===== src/rtl/vga_timing_gen_param_if.sv =====
// vga_timing_gen_param_if: pixel-request and video-output bundle of the timing generator
interface vga_timing_gen_param_if #(
  parameter int PIX_W = 8,
  parameter int CNT_W = 12
);
  logic               timing_en;
  logic [3*PIX_W-1:0] pix_rgb;
  logic               pix_req;
  logic [CNT_W-1:0]   req_x;
  logic [CNT_W-1:0]   req_y;
  logic               frame_start;
  logic               running;
  logic               vga_hs;
  logic               vga_vs;
  logic               vga_de;
  logic [3*PIX_W-1:0] vga_rgb;
  modport master (
    input  timing_en, pix_rgb,
    output pix_req, req_x, req_y, frame_start, running, vga_hs, vga_vs, vga_de, vga_rgb
  );
  modport slave (
    output timing_en, pix_rgb,
    input  pix_req, req_x, req_y, frame_start, running, vga_hs, vga_vs, vga_de, vga_rgb
  );
endinterface


===== src/rtl/vga_timing_gen_param.sv =====
// vga_timing_gen_param: parametrised video timing generator with look-ahead pixel requests
module vga_timing_gen_param #(
  parameter int H_ACTIVE = 1280,
  parameter int H_FP     = 110,
  parameter int H_SYNC   = 40,
  parameter int H_BP     = 220,
  parameter int V_ACTIVE = 720,
  parameter int V_FP     = 5,
  parameter int V_SYNC   = 5,
  parameter int V_BP     = 20,
  parameter int HS_POL   = 1,
  parameter int VS_POL   = 1,
  parameter int PIX_W    = 8,
  parameter int REQ_LEAD = 2,
  parameter int CNT_W    = 12
) (
  input logic                    pix_clk,
  input logic                    reset_n,
  vga_timing_gen_param_if.master bus
);
  localparam int H_TOTAL = H_ACTIVE + H_FP + H_SYNC + H_BP;
  localparam int V_TOTAL = V_ACTIVE + V_FP + V_SYNC + V_BP;
  localparam logic HS_ON = 1'(HS_POL);
  localparam logic VS_ON = 1'(VS_POL);
  localparam logic HS_OFF = ~HS_ON;
  localparam logic VS_OFF = ~VS_ON;

  if (REQ_LEAD < 1 || REQ_LEAD > 8) begin : g_lead_chk
    $error("REQ_LEAD must be within 1..8");
  end
  if (H_TOTAL > (1 << CNT_W) || V_TOTAL > (1 << CNT_W)) begin : g_cnt_chk
    $error("CNT_W too narrow for the frame totals");
  end

  typedef enum logic [1:0] {IDLE, RUN, STOP} state_t;
  typedef struct packed {
    logic run;
    logic hs;
    logic vs;
    logic de;
  } tap_t;
  localparam tap_t TAP_OFF = '{run: 1'b0, hs: HS_OFF, vs: VS_OFF, de: 1'b0};

  state_t             state_q, state_d;
  logic [CNT_W-1:0]   h_q, h_d, v_q, v_d;
  logic [CNT_W-1:0]   req_x_q, req_y_q;
  logic               fs_q;
  logic [3*PIX_W-1:0] rgb_q;
  tap_t               tap_d;
  tap_t               dly_q [REQ_LEAD+1];
  logic               h_end, v_end, go, h_act, v_act, h_syn, v_syn;

  assign h_end = h_q == CNT_W'(H_TOTAL - 1);
  assign v_end = v_q == CNT_W'(V_TOTAL - 1);

  // state register, reset straight to IDLE so a reset aborts any frame in flight
  always_ff @(posedge pix_clk or negedge reset_n)
    if (!reset_n) state_q <= IDLE;
    else state_q <= state_d;

  // start is taken at once from IDLE; a stop request only lands at the last pixel of a frame
  always_comb begin
    state_d = state_q;
    case (state_q)
      IDLE:    state_d = bus.timing_en ? RUN : IDLE;
      RUN:     state_d = bus.timing_en ? RUN : STOP;
      default: state_d = (h_end && v_end) ? (bus.timing_en ? RUN : IDLE) : STOP;
    endcase
  end

  // raster counters: parked at the origin in IDLE, otherwise step and wrap
  always_comb begin
    h_d = (state_q == IDLE || h_end) ? '0 : h_q + CNT_W'(1);
    v_d = (state_q == IDLE || (h_end && v_end)) ? '0 : (h_end ? v_q + CNT_W'(1) : v_q);
  end

  // early timing is derived from the next counter values so it registers alongside them
  always_comb begin
    go    = state_d != IDLE;
    h_act = h_d < CNT_W'(H_ACTIVE);
    v_act = v_d < CNT_W'(V_ACTIVE);
    h_syn = h_d >= CNT_W'(H_ACTIVE + H_FP) && h_d < CNT_W'(H_ACTIVE + H_FP + H_SYNC);
    v_syn = v_d >= CNT_W'(V_ACTIVE + V_FP) && v_d < CNT_W'(V_ACTIVE + V_FP + V_SYNC);
    tap_d = '{run: go,
              hs:  (go && h_syn) ? HS_ON : HS_OFF,
              vs:  (go && v_syn) ? VS_ON : VS_OFF,
              de:  go && h_act && v_act};
  end

  // counter registers
  always_ff @(posedge pix_clk or negedge reset_n)
    if (!reset_n) begin
      h_q <= '0;
      v_q <= '0;
    end else begin
      h_q <= h_d;
      v_q <= v_d;
    end

  // request coordinates and frame marker, zeroed outside the active area
  always_ff @(posedge pix_clk or negedge reset_n)
    if (!reset_n) begin
      req_x_q <= '0;
      req_y_q <= '0;
      fs_q    <= 1'b0;
    end else begin
      req_x_q <= tap_d.de ? h_d : '0;
      req_y_q <= tap_d.de ? v_d : '0;
      fs_q    <= go && h_d == '0 && v_d == '0;
    end

  // stage 0 is the early timing; stage REQ_LEAD drives the pins, and it keeps flushing in IDLE
  always_ff @(posedge pix_clk or negedge reset_n)
    if (!reset_n) for (int k = 0; k <= REQ_LEAD; k++) dly_q[k] <= TAP_OFF;
    else begin
      dly_q[0] <= tap_d;
      for (int k = 1; k <= REQ_LEAD; k++) dly_q[k] <= dly_q[k-1];
    end

  // upstream pixel is captured on the edge that moves its DE onto the pins
  always_ff @(posedge pix_clk or negedge reset_n)
    if (!reset_n) rgb_q <= '0;
    else rgb_q <= dly_q[REQ_LEAD-1].de ? bus.pix_rgb : '0;

  assign bus.pix_req     = dly_q[0].de;
  assign bus.req_x       = req_x_q;
  assign bus.req_y       = req_y_q;
  assign bus.frame_start = fs_q;
  assign bus.running     = dly_q[REQ_LEAD].run;
  assign bus.vga_hs      = dly_q[REQ_LEAD].hs;
  assign bus.vga_vs      = dly_q[REQ_LEAD].vs;
  assign bus.vga_de      = dly_q[REQ_LEAD].de;
  assign bus.vga_rgb     = rgb_q;
endmodule


===== src/flat_wrapper.sv =====
// flat-port wrapper written by rule: the top's interface ports become plain ports
module vga_timing_gen_param_flat 
#(
  parameter int H_ACTIVE = 1280,
  parameter int H_FP     = 110,
  parameter int H_SYNC   = 40,
  parameter int H_BP     = 220,
  parameter int V_ACTIVE = 720,
  parameter int V_FP     = 5,
  parameter int V_SYNC   = 5,
  parameter int V_BP     = 20,
  parameter int HS_POL   = 1,
  parameter int VS_POL   = 1,
  parameter int PIX_W    = 8,
  parameter int REQ_LEAD = 2,
  parameter int CNT_W    = 12
)
  (pix_clk, reset_n, bus_timing_en, bus_pix_rgb, bus_pix_req, bus_req_x, bus_req_y, bus_frame_start, bus_running, bus_vga_hs, bus_vga_vs, bus_vga_de, bus_vga_rgb);
  vga_timing_gen_param_if #(.PIX_W(PIX_W), .CNT_W(CNT_W)) bus_i ();
  input logic pix_clk;
  input logic reset_n;
  input wire logic [$bits(bus_i.timing_en)-1:0] bus_timing_en;
  input wire logic [$bits(bus_i.pix_rgb)-1:0] bus_pix_rgb;
  output wire logic [$bits(bus_i.pix_req)-1:0] bus_pix_req;
  output wire logic [$bits(bus_i.req_x)-1:0] bus_req_x;
  output wire logic [$bits(bus_i.req_y)-1:0] bus_req_y;
  output wire logic [$bits(bus_i.frame_start)-1:0] bus_frame_start;
  output wire logic [$bits(bus_i.running)-1:0] bus_running;
  output wire logic [$bits(bus_i.vga_hs)-1:0] bus_vga_hs;
  output wire logic [$bits(bus_i.vga_vs)-1:0] bus_vga_vs;
  output wire logic [$bits(bus_i.vga_de)-1:0] bus_vga_de;
  output wire logic [$bits(bus_i.vga_rgb)-1:0] bus_vga_rgb;
  assign bus_i.timing_en = bus_timing_en;
  assign bus_i.pix_rgb = bus_pix_rgb;
  assign bus_pix_req = bus_i.pix_req;
  assign bus_req_x = bus_i.req_x;
  assign bus_req_y = bus_i.req_y;
  assign bus_frame_start = bus_i.frame_start;
  assign bus_running = bus_i.running;
  assign bus_vga_hs = bus_i.vga_hs;
  assign bus_vga_vs = bus_i.vga_vs;
  assign bus_vga_de = bus_i.vga_de;
  assign bus_vga_rgb = bus_i.vga_rgb;
  vga_timing_gen_param #(.H_ACTIVE(H_ACTIVE), .H_FP(H_FP), .H_SYNC(H_SYNC), .H_BP(H_BP), .V_ACTIVE(V_ACTIVE), .V_FP(V_FP), .V_SYNC(V_SYNC), .V_BP(V_BP), .HS_POL(HS_POL), .VS_POL(VS_POL), .PIX_W(PIX_W), .REQ_LEAD(REQ_LEAD), .CNT_W(CNT_W)) u_core (.pix_clk(pix_clk), .reset_n(reset_n), .bus(bus_i));
endmodule

===== config.mk =====
export PLATFORM = sky130hd
export DESIGN_NAME = vga_timing_gen_param_flat
export DESIGN_NICKNAME = d
export VERILOG_FILES = /design/src/rtl/vga_timing_gen_param_if.sv /design/src/rtl/vga_timing_gen_param.sv /design/src/flat_wrapper.sv
export SDC_FILE = /design/constraint.sdc
export NUM_CORES = 1
export LEC_CHECK = 0
export BUFFER_PORTS_ARGS = -buffer_cell sky130_fd_sc_hd__buf_2
export CAP_MARGIN = 20
export CORE_UTILIZATION = 50
export DETAILED_ROUTE_END_ITERATION = 12
export GPL_TIMING_DRIVEN = 1
export PLACE_DENSITY = 0.74
export SLEW_MARGIN = 20
export SYNTH_ARGS = -nofsm -noshare
export SYNTH_HDL_FRONTEND = slang
export SYNTH_SLANG_ARGS = --single-unit

===== constraint.sdc =====
create_clock -name pix_clk -period 3.6 [get_ports pix_clk]
set_input_delay 0.72 -clock pix_clk [delete_from_list [all_inputs] [get_ports pix_clk]]
set_output_delay 0.72 -clock pix_clk [all_outputs]
set_load 0.02 [all_outputs]

==> impl_metrics.py <==
metrics = {
    "outcome": {
        "status": "finished, final reports clean",
    },
    "cells_and_area": {
        "syn_to_final_growth_pct": 18.18,
        "multi_input_area_mm2": 0.001399,
        "utilization_pct": 60.89,
        "nets": 433,
        "layout-drive-gt1-share_pct": 31.20,
        "n_antenna_cell": 0,
        "seq_area_mm2": 0.002177,
        "n_fill_cell": 607,
    },
    "synthesis": {
        "yosys-top-cells-area": "dfrtp_1 (59%), and2_1 (4.5%), nor2_1 (3.1%)",
        "netlist_area_mm2": 0.003717,
        "synth-simple-area-share_pct": 23.63,
        "synth_seq_cells": 87,
        "seq_area_frac_synth_pct": 58.57,
        "yosysTopAreaCell": "dfrtp_1",
        "synth_ff_type": "dfrtp_1",
        "synth_top_family_by_area": "simple AND/OR/NAND/NOR gates",
        "synth_compound_area_share_pct": 7.405,
        "synthCells": 322,
        "synthArstFlopShare_pct": 100.0,
        "synth_fa_ha_area_share_pct": 1.346,
        "yosys.area.top_type_share_pct": 58.57,
        "synth_edf_count": 0,
        "yosysUniqueCellTypes": 49,
        "synth_area_per_cell_um2": 11.54,
        "synth-xor-area-share_pct": 4.948,
        "yosys_warnings": 0,
        "yosysMostFrequentCell": "dfrtp_1",
        "muxShareOfSynthArea_pct": 0,
        "synth_commonest_cells": "dfrtp_1 (87), nor2_1 (31), and2_1 (27), inv_1 (13)",
    },
    "detailed_routing": {
        "drt_wl_total_um": 7603,
        "drtPass1Iterations": 4,
        "final_antenna_net_count": 0,
        "drc": 0,
        "wl_per_cell_um": 15.03,
        "num_vias": 2653,
        "first_iter_violations": 176,
        "routed_via_density": 5.243,
    },
    "worst_setup_path": {
        "crit_slowest_cell": "dfrtp_1",
        "cp-start-kind": "flop",
        "critPathRequiredTime_ns": 3.82,
        "reg2reg_depth": 9,
        "crit_type": "flop to flop",
        "critical-path-max-stage-delay_ns": 0.48,
        "worstPathArrival_ns": 3.36,
        "worstPathMaxFanout": 20,
        "critPathMostFrequentCell": "nor3_1",
        "crit_chain": "ha_1 > nor3b_1 > nand4_1 > nor3_1 > xor2_1 > or3_1 > o41ai_4 > buf_12 > nor3_1",
        "crit_path_end_kind": "flop",
        "worst-r2r-setup-slack_ns": 0.46,
    },
    "cts": {
        "post_cts_buffers": 0,
        "cts_sinks": 87,
        "cts_max_level": 3,
        "cts-root-buf": "clkbuf_8",
        "cts_tree": "done",
        "cts.path.max_buffers": 2,
        "cts_buffers": 9,
        "worstSkewPairLatency_ns": 0.35,
        "clk_pin_slew_ns": 0.09,
        "ctsHoldBuffers": 0,
        "postCtsResizedCells": 0,
    },
    "sta": {
        "hold_violations": 0,
        "whs_ns": 0.3535,
        "max_slew_margin_pct": 44.75,
        "fmax_ghz": 0.3182,
        "clock_skew_ns": 0.008514,
        "drv_slew": 0,
        "setup_tns_ns": 0,
        "rsz0062_at_grt": "no",
        "setup_viol": 0,
        "period_needed_ns": 3.143,
        "fin_crit_sh_pct": 87.29,
        "tightest_slew_ns": 0.8217,
    },
    "die": {
        "die_area_mm2": 0.007784,
        "row_count": 31,
        "fp.dieH_um": 88.23,
        "initial_core_util_pct": 51.53,
        "ios": 81,
        "fp.coreArea_mm2": 0.007214,
        "die_w_um": 88.23,
    },
    "pwr": {
        "irDropWorstVdd_v": 0.0002506,
        "p_leak_uw": 0.002131,
        "power_uw": 2361,
        "power_density_mw_per_mm2": 537.6,
    },
    "placed_design": {
        "io_buffers": 80,
        "dp_hpwl_um": 5443,
        "globalplace.congestion": 0.9644,
    },
    "worst_hold_path": {
        "holdPathStages": 0,
        "hp-class": "flop to flop",
    },
    "grt": {
        "grt_usage_pct": 20.39,
        "grt_pass1_vias": 2470,
        "grt_pass1_wl_um": 11870,
        "overflow": 0,
        "antenna_found_initial": 0,
        "grt_max_degree": 88,
    },
    "run": {
        "max_cap_viol_count": 0,
    },
}
power breakdown:
group / total, µW / internal [µW] / switching [µW]
combinational: 560 / 203 / 356
clock: 650 / 281 / 370
sequential: 1150 / 1080 / 74.6
total: 2360 / 1560 / 801
cell usage in the layout, fill, tap and decap left out, types with 2 or more instances in the layout:
cell,n
inv_1,13
nor2_1,31
nand3_1,5
xor2_1,10
conb_1,3
clkinv_4,3
or2_2,3
buf_4,3
nand2_1,12
nor4b_1,2
and4_1,8
nor4_1,2
clkbuf_8,10
ha_1,4
dfrtp_1,87
nand4_1,12
buf_2,79
o21ai_0,7
or3_1,2
a211oi_1,2
a21oi_1,7
nor3_2,11
o31ai_1,3
and3_1,3
nor2_2,6
and2_1,27
a41oi_1,2
a31oi_1,4
nor3_1,12
xnor2_1,11
sequential cells by signal (all words and copies together) (netlist names), 2 cells and up:
name                flops
u_core.bus.vga_rgb     24
u_core.bus.req_x       12
u_core.bus.req_y       12
u_core.h_q             12
u_core.v_q             12
u_core.dly_q            7
u_core.state_q          2
layer usage:
metal | up-vias | global-route usage, % | part of all wire (%)
met5 | - | 0 | 0
met4 | 0 | 7.038 | 1.4
met3 | 12 | 5.131 | 6.9
met2 | 106 | 33.08 | 47
met1 | 1275 | 26.75 | 44
li1 | 1260 | - | -
area by class of cell:
cell class              instances  share of cell area (%)
clock buffers                  10                   3.133
clock inverters                 6                   1.225
inverters                      14                   1.196
multi-input cells             206                   31.84
flip-flops and latches         87                   49.56
well taps                      99                   2.820
repair buffers                 84                   10.23
through the flow:
| step | setup WS, ns | std cells | area, µm² |
|---|---|---|---|
| 2_1_floorplan | 0.8624 | 324 | 3725 |
| 3_3_place_gp | 0.5968 | 490 | 4198 |
| 3_5_place_dp | 0.4683 | 490 | 4198 |
| 4_1_cts | 0.4575 | 506 | 4389 |
| 5_1_grt | 0.2340 | 506 | 4393 |
| 6_report | 0.4575 | 506 | 4393 |
critical path, delay by kind of cell, from the launching register on:
kind                     cells  cell delay, ns
AO/OA/AOI/OAI                1            0.40
XOR/XNOR                     1            0.19
adder cells (fa/ha/maj)      1            0.18
buffers and inverters        1            0.24
flip-flops                   1            0.48
AND/OR/NAND/NOR              5            1.52
worst paths after layout:
kind,from,to
min in group asynchronous,reset_n,u_core.bus.vga_rgb[8]
worst max-delay path,u_core.h_q[0],u_core.bus.req_y[1]
worst min-delay path,u_core.dly_q[7],u_core.bus.running
worst max register to register,u_core.h_q[0],u_core.bus.req_y[1]
max in group asynchronous,reset_n,u_core.bus.req_y[1]
worst min register to register,u_core.dly_q[7],u_core.bus.running
logic make-up after synthesis:
| logic type | count (synthesis) |
|---|---|
| fa+ha+maj | 4 |
| flops | 87 |
| simple gates | 144 |
| buf+inv | 31 |
| xor+xnor | 21 |
| compound gates | 34 |
| other cells | 1 |
Power figures use the tool's default switching activity.
